$ cat src/rtl/pong_io_controller.sv
// Memory-mapped I/O controller: RAM/I-O decode, scan-code FIFO, and vsync-aligned
// double-buffered ball/paddle coordinates for the pong renderer.
module pong_io_controller #(
    parameter int unsigned DMEM_LIMIT = 2000,
    parameter int unsigned IO_BASE    = 3000,
    parameter int unsigned FIFO_DEPTH = 4,
    parameter int unsigned BALL_X_RST = 320,
    parameter int unsigned BALL_Y_RST = 240,
    parameter int unsigned PADDLE_RST = 200
) (
    input  logic        clock,
    input  logic        reset,
    input  logic [11:0] proc_addr,
    input  logic [31:0] proc_data,
    input  logic        proc_wren,
    input  logic        proc_rden,
    output logic [31:0] proc_q,
    output logic        dmem_wren,
    input  logic [31:0] dmem_q,
    input  logic        ps2_key_pressed,
    input  logic [7:0]  ps2_out,
    input  logic        vga_vsync,
    output logic [9:0]  ball_x,
    output logic [8:0]  ball_y,
    output logic [8:0]  paddle_left,
    output logic [8:0]  paddle_right
);
    localparam int unsigned PTR_W = $clog2(FIFO_DEPTH);

    logic [9:0]       shadow_x_q;
    logic [8:0]       shadow_y_q, shadow_l_q, shadow_r_q;
    logic [9:0]       ball_x_q;
    logic [8:0]       ball_y_q, paddle_l_q, paddle_r_q;
    logic             commit_q, overflow_q;
    logic [15:0]      frame_q;
    logic [7:0]       fifo_mem_q [FIFO_DEPTH];
    logic [PTR_W-1:0] rd_ptr_q, wr_ptr_q;
    logic [4:0]       count_q;
    logic             key_q;
    logic [1:0]       vs_sync_q;
    logic             vs_prev_q;
    logic             rd_valid_q, sel_ram_q;
    logic [31:0]      io_q, hold_q;

    logic        ram_sel, io_sel, key_rise, frame_tick;
    logic        fifo_full, pop, push, drop, status_rd, commit_wr;
    logic [3:0]  io_off;
    logic [31:0] io_rdata;
    logic        unused_data;

    assign unused_data = ^proc_data[31:10];

    always_comb begin
        ram_sel    = 32'(proc_addr) < DMEM_LIMIT;
        io_sel     = (32'(proc_addr) >= IO_BASE) && (32'(proc_addr) <= IO_BASE + 10);
        io_off     = 4'(32'(proc_addr) - IO_BASE);
        key_rise   = ps2_key_pressed & ~key_q;
        frame_tick = vs_sync_q[1] & ~vs_prev_q;
        fifo_full  = count_q == 5'(FIFO_DEPTH);
        pop        = proc_rden & io_sel & (io_off == 4'd8) & (count_q != 5'd0);
        // A simultaneous pop frees a slot, so a push into a full FIFO still lands.
        push       = key_rise & (~fifo_full | pop);
        drop       = key_rise & fifo_full & ~pop;
        status_rd  = proc_rden & io_sel & (io_off == 4'd9);
        commit_wr  = proc_wren & io_sel & (io_off == 4'd4);
        dmem_wren  = proc_wren & ram_sel;

        io_rdata = '0;
        if (io_sel) begin
            case (io_off)
                4'd0:    io_rdata = {22'b0, shadow_x_q};
                4'd1:    io_rdata = {23'b0, shadow_y_q};
                4'd2:    io_rdata = {23'b0, shadow_l_q};
                4'd3:    io_rdata = {23'b0, shadow_r_q};
                4'd4:    io_rdata = {31'b0, commit_q};
                4'd8:    io_rdata = pop ? {23'b0, 1'b1, fifo_mem_q[rd_ptr_q]} : '0;
                4'd9:    io_rdata = {16'b0, frame_q[7:0], 2'b0, overflow_q, commit_q,
                                     count_q[3:0]};
                4'd10:   io_rdata = {16'b0, frame_q};
                default: io_rdata = '0;
            endcase
        end

        proc_q = rd_valid_q ? (sel_ram_q ? dmem_q : io_q) : hold_q;
    end

    assign ball_x       = ball_x_q;
    assign ball_y       = ball_y_q;
    assign paddle_left  = paddle_l_q;
    assign paddle_right = paddle_r_q;

    always_ff @(posedge clock) begin
        if (push) begin
            fifo_mem_q[wr_ptr_q] <= ps2_out;
        end
    end

    always_ff @(posedge clock or posedge reset) begin
        if (reset) begin
            shadow_x_q <= 10'(BALL_X_RST);
            shadow_y_q <= 9'(BALL_Y_RST);
            shadow_l_q <= 9'(PADDLE_RST);
            shadow_r_q <= 9'(PADDLE_RST);
            ball_x_q   <= 10'(BALL_X_RST);
            ball_y_q   <= 9'(BALL_Y_RST);
            paddle_l_q <= 9'(PADDLE_RST);
            paddle_r_q <= 9'(PADDLE_RST);
            commit_q   <= 1'b0;
            overflow_q <= 1'b0;
            frame_q    <= '0;
            rd_ptr_q   <= '0;
            wr_ptr_q   <= '0;
            count_q    <= '0;
            key_q      <= 1'b0;
            vs_sync_q  <= '0;
            vs_prev_q  <= 1'b0;
            rd_valid_q <= 1'b0;
            sel_ram_q  <= 1'b0;
            io_q       <= '0;
            hold_q     <= '0;
        end else begin
            if (proc_wren && io_sel) begin
                case (io_off)
                    4'd0:    shadow_x_q <= proc_data[9:0];
                    4'd1:    shadow_y_q <= proc_data[8:0];
                    4'd2:    shadow_l_q <= proc_data[8:0];
                    4'd3:    shadow_r_q <= proc_data[8:0];
                    default: ;
                endcase
            end

            if (frame_tick) begin
                frame_q <= frame_q + 16'd1;
                if (commit_q) begin
                    ball_x_q   <= shadow_x_q;
                    ball_y_q   <= shadow_y_q;
                    paddle_l_q <= shadow_l_q;
                    paddle_r_q <= shadow_r_q;
                end
            end

            // A commit landing on the tick re-arms for the following frame.
            if (commit_wr) begin
                commit_q <= 1'b1;
            end else if (frame_tick) begin
                commit_q <= 1'b0;
            end

            if (drop) begin
                overflow_q <= 1'b1;
            end else if (status_rd) begin
                overflow_q <= 1'b0;
            end

            if (push) wr_ptr_q <= wr_ptr_q + PTR_W'(1);
            if (pop)  rd_ptr_q <= rd_ptr_q + PTR_W'(1);
            case ({push, pop})
                2'b10:   count_q <= count_q + 5'd1;
                2'b01:   count_q <= count_q - 5'd1;
                default: ;
            endcase

            key_q     <= ps2_key_pressed;
            vs_sync_q <= {vs_sync_q[0], vga_vsync};
            vs_prev_q <= vs_sync_q[1];

            rd_valid_q <= proc_rden;
            if (proc_rden) begin
                sel_ram_q <= ram_sel;
                io_q      <= io_rdata;
            end
            hold_q <= proc_q;
        end
    end
endmodule

$ cat config.mk
export PLATFORM = sky130hd
export DESIGN_NAME = pong_io_controller
export DESIGN_NICKNAME = d
export VERILOG_FILES = /design/src/rtl/pong_io_controller.sv
export SDC_FILE = /design/constraint.sdc
export NUM_CORES = 1
export LEC_CHECK = 0
export ABC_AREA = 1
export BUFFER_PORTS_ARGS = -buffer_cell sky130_fd_sc_hd__buf_4
export CAP_MARGIN = 0
export CORE_UTILIZATION = 30
export CTS_CLUSTER_DIAMETER = 100
export CTS_CLUSTER_SIZE = 12
export DETAILED_ROUTE_END_ITERATION = 8
export PLACE_DENSITY_LB_ADDON = 0.1
export SYNTH_ARGS = -nofsm -noshare
export SYNTH_HDL_FRONTEND = slang
export SYNTH_SLANG_ARGS = --single-unit
$ cat constraint.sdc
create_clock -name clock -period 13.2 [get_ports clock]
set_clock_uncertainty 0.05 [all_clocks]
set_input_delay 2.64 -clock clock [delete_from_list [all_inputs] [get_ports clock]]
set_output_delay 2.64 -clock clock [all_outputs]
set_load 0.01 [all_outputs]
Word level (Yosys, flattened, before mapping):

Memory sizes are Yosys's and may differ from the RTL's.
Cells that the tools add are included.
Widths: inputs -> output; s select.

* flip-flop bits (word level): 171
* bits in writable memories: 32
* input port bits: 90
* output and inout port bits: 70
* logic and storage cells: 82
* memories: 1

Memory list
* fifo_mem_q: depth 4, width 8, rd ports 1, clocked after Yosys merged registers in 0, write ports 1, RTL line 36 `logic [7:0] fifo_mem_q [FIFO_DEPTH];`

* add/sub/neg operators: 6
* order comparisons: 3
* equal/unequal tests: 10
* muxes and demuxes: 12
* bitwise gates (word level): 17
* reduce and logical (&&, ||, !) cells: 12

Operator list (count)
* $pmux 16 s8: 1
* $mux 32: 2
* $add 16x1->16 const B: 1
* $mux 16: 1
* $and 1x1->1: 12
* $eq 4x4->1 const B: 3
* $ge 12x12->1 const B: 1
* $le 12x12->1 const B: 1
* $lt 12x11->1 const B: 1
* $pmux 5 s2: 1
* $reduce_and 2->1: 5
* $mux 9: 1
* $eq 4x2->1 const B: 2
* $mux 1: 6
* $reduce_bool 2->1: 3
* $add 5x1->5 const B: 1
* $eq 5x3->1 const B: 1
* $reduce_bool 5->1: 1
* $sub 5x1->5 const B: 1
* $add 2x1->2 const B: 2
* $eq 4x1->1 const B: 1
* $eq 4x3->1 const B: 1
* $logic_not 4->1: 1
* $not 1->1: 4
* 5 further kinds: 6

Longest topological paths before layout:

* word-level depth: 9
* mapped depth: 18
* gate-level depth less buffers: 18

Least setup slack after synthesis:

No wires, ideal clock.

* path type: input to output
* start point: input proc_addr[5]
* end point: output dmem_wren
* arrival time: 3.126 ns
* data required time: 10.510 ns
* slack: 7.384 ns
* stages: 5
* buffers on the path: 0
* path through: nor2_1 -> nor2_1 -> nand3_1 -> nand2_1 -> nor2_1

* cells in the longest elaborated chain, start to end: 2

Ends and longest elaborated chain
* from (decl): RTL line 13 `input logic [11:0] proc_addr,`
* $lt 12x11->1: RTL line 54 `ram_sel = 32'(proc_addr) < DMEM_LIMIT;`
* $and 1x1->1: RTL line 66 `dmem_wren = proc_wren & ram_sel;`
* to (decl): RTL line 18 `output logic dmem_wren,`

Every way passes these cells.

Final worst setup path:

Same ends and word-level chain as after synthesis.

==> results.md <==
* Worst r2r path cells at 5
* Full die area at roughly 28000 um^2
* EDFF count, synth at 32
* Post-synthesis sequential area ratio at 58.67%
* GPL Wtd Cong at 0.8193
* Clock Tree Root: clkbuf_16
* RSZ-0062 raised after global routing: no
* Clock-pin transition on the worst setup and hold timing paths at around 0.070 ns
* # IOs at 160
* Max-Cap Viols at 0
* WHS at between 0.3 and 0.4 ns
* Async SR Flop Fraction at between 80% and 90%
* Synth Instances at between 800 and 900
* Die height at ~170 um
* DP Worst Slack at around 7.0 ns
* Worst slew pin tran at 1.061 ns
* PortBufs at 137
* IR drop worst, VDD at 71.15 uV
* Tightest Hold Check Type: register to register
* Max Fclk at around 160 MHz
* Postcts setup bufs at 0
* DRC viols at 0
* Critical Path AT at between 3 and 4 ns
* Leading cell type by number of instances after synthesis: nand2_1
* Startpoint types: input port
* Total Routing Usage GR at approximately 16%
* Flops & latches, synth at approximately 190
* Syn Std Cell Area at around 8300 um^2
* WL per Instance at 16.35 um
* Hold bufs inserted after CTS at 0
* Result of the run: completed
* PwrDens at around 140 nW/um^2
* Fill cell count at between 2000 and 3000
* Drt pass-1 iters at 5
* Cells after DPL at approximately 1300
* Min Tclk post-route at between 6 and 7 ns
* CTS tree: yes
* Synth cell types at between 40 and 50
* # rows at 60
* WL final at 21940 um
* Layout area overhead at 23.65%
* Starting Density at a little under a third
* Share of the synthesized area in the top cell type at 39.49%
* Chip width at 168.3 um
* CP required at 10.51 ns
* Int Power at 1.031 mW
* Cell taking the most area after synthesis: dfrtp_1
* Total global routing overflow at 0
* Layout cells sized above 1 at approximately a quarter
* Hold path depth at 0
* Hold Vio Cnt, Final at 0
* CTS sink count at between 150 and 200
* First-pass GRT wire length at between 30000 and 40000 um
* Most used flip-flop cell after synthesis: dfrtp_1
* Hold EP: vs_sync_q[1]$_DFF_PP0_
* Iter 0 DRT Violations at about 390
* Final non-filler cell total at roughly 1300
* HPWL after detailed placement at roughly 16000 um
* Core area at ~27000 um^2
* Net switching fraction of the power at 28.85%
* CTS max path bufs at 2
* Synth area leaders: dfrtp_1 39%, edfxtp_1 12%, dfstp_2 7.6%, nand2_1 6.8%, o21ai_0 5.7%
* R2r startpoint: key_q$_DFF_PP0_
* Vias in the first global route at approximately 6200
* Vias per std cell at approximately 4.6
* Flop2flop setup slack at between 10 and 15 ns
* Initial antenna violation count at 0
* Ant diodes at 0
* Final worst slack at 6.997 ns
* CP Class: input port to primary output
* PostCTS Resize Cnt at 0
* Nets@finish at between 1000 and 1500
* FF-to-FF End: fifo_mem_q[2][2]$_DFFE_PP_
* Synth top cells by count: 151 x nand2_1, 131 x dfrtp_1, 119 x inv_1
* Final period utilization at a little under half
* Post-DRT Antenna Nets at 0
* Max Slew Vio Count at 0
* P_sw at between 0.4 and 0.5 mW
* Max_slew headroom at between 20 and 30%
* Clock latency on the worst-skew pair at roughly 0.43 ns
* Syn Nets at between 900 and 1000
* Fin Setup TNS at 0 ns
* Part of the power in registers at a little under half
* Pleak at ~4.7 nW
* Avg Cell Area, Syn at approximately 9.7 um^2
* Vias at about 6200
* YS warnings at 0
* Crit path max fanout at 3
* Largest net degree at the start of global routing at between 80 and 90
* H-tree depth at 4
* Final setup vio count at 0
* Clk network pwr share at a little under two fifths
* Hold Path Origin: vs_sync_q[0]$_DFF_PP0_
* TritonCTS buffer count at 17
* Combinational Power Share at between 10% and 20%
* CP Capture Type: primary output
[layout by cell type (no fill, tap or decap), types with 4 or more instances in the layout]
cell type    n
nor2_4       8
nand3_1     31
a21o_1       4
inv_6        4
o21ai_1     17
nand2_2     10
buf_4      139
o22ai_1     29
a31oi_1     16
inv_2        9
nor2_1      59
clkbuf_16   17
inv_1      118
nor2_2       4
dfstp_2     24
ha_1         7
o21ai_0     94
dfrtp_1    130
a21oi_1     17
nand4_1      7
a221oi_1     6
xor2_1      18
inv_8        5
edfxtp_1    32
nand2_1    150
mux2_2      15
[flip-flops by register name, summed over array words and instances (netlist names), 2 cells and up]
signal / count
ball_x: 10
paddle_left: 9
io_q: 16
ball_y: 9
fifo_mem_q: 32
frame_q: 16
paddle_right: 9
rd_ptr_q: 2
wr_ptr_q: 2
shadow_r_q: 9
shadow_y_q: 9
vs_sync_q: 2
hold_q: 32
shadow_l_q: 9
shadow_x_q: 10
count_q: 5
[power by group through the flow]
stage | Combinational [mW] | Sequential [mW] | Clock (mW)
floorplan | 0.135 | 0.694 | 0
CTS | 0.220 | 0.694 | 0.557
detailed placement | 0.220 | 0.705 | 0
finish | 0.216 | 0.694 | 0.539
global placement | 0.218 | 0.705 | 0
global route | 0.249 | 0.703 | 0.580
[metal layers]
layer	vias up	share of wire (%)	GRT usage, %
met3	18	3.6	3.503
met1	2970	49	22.84
met5	-	0	0
met4	0	1.6	5.059
li1	3099	-	-
met2	119	46	24.88
[layout make-up]
cell class                 count  area (um^2)  area share [%]
tap                          341        426.7           4.157
clock inverter                14        176.4           1.719
multi-input combinational    515         2821           27.49
timing repair buffer         139         1044           10.17
inverter                     128        485.5           4.730
clock buffer                  18        439.2           4.279
sequential                   187         4871           47.46
[critical path: stages]
cell	delay [ns]
buf_4	0.12
nor2_1	0.21
nor2_1	0.09
nand3_1	0.07
nand2_1	0.13
nor2_1	0.12
buf_4	0.13
[worst max path at each step]
stage                     cells after the start                     to    startpoint
after CTS                                     7              dmem_wren  proc_addr[5]
final                                         7              dmem_wren  proc_addr[5]
after global placement                        7              dmem_wren  proc_addr[5]
after floorplan                               1  ball_x[0]$_DFFE_PP0P_         reset
after global routing                          7              dmem_wren  proc_addr[5]
after detailed placement                      7              dmem_wren  proc_addr[5]
[kinds of logic (layout without fill, tap and decap cells)]
group | count (synthesis) | in the layout | share of synthesized area, %
muxes | 15 | 15 | 2.035
buffers and inverters | 158 | 299 | 7.371
DFF | 187 | 187 | 58.67
and+or+nand+nor | 284 | 284 | 16.04
AOI/OAI and AO/OA | 191 | 191 | 12.93
adders and majority gates | 7 | 7 | 1.055
xor gates and xnor gates | 18 | 18 | 1.899
[through the flow]
step           power, mW  utilization [%]  instance area [um^2]
3_5_place_dp      0.9247            35.70                  9648
3_3_place_gp      0.9230            35.70                  9648
5_1_grt            1.532            37.98                 10260
2_1_floorplan     0.8298                -                  8300
4_1_cts            1.472            37.98                 10260
6_report           1.450            37.98                 10260
Note: power is estimated with default switching activity, not from simulation.
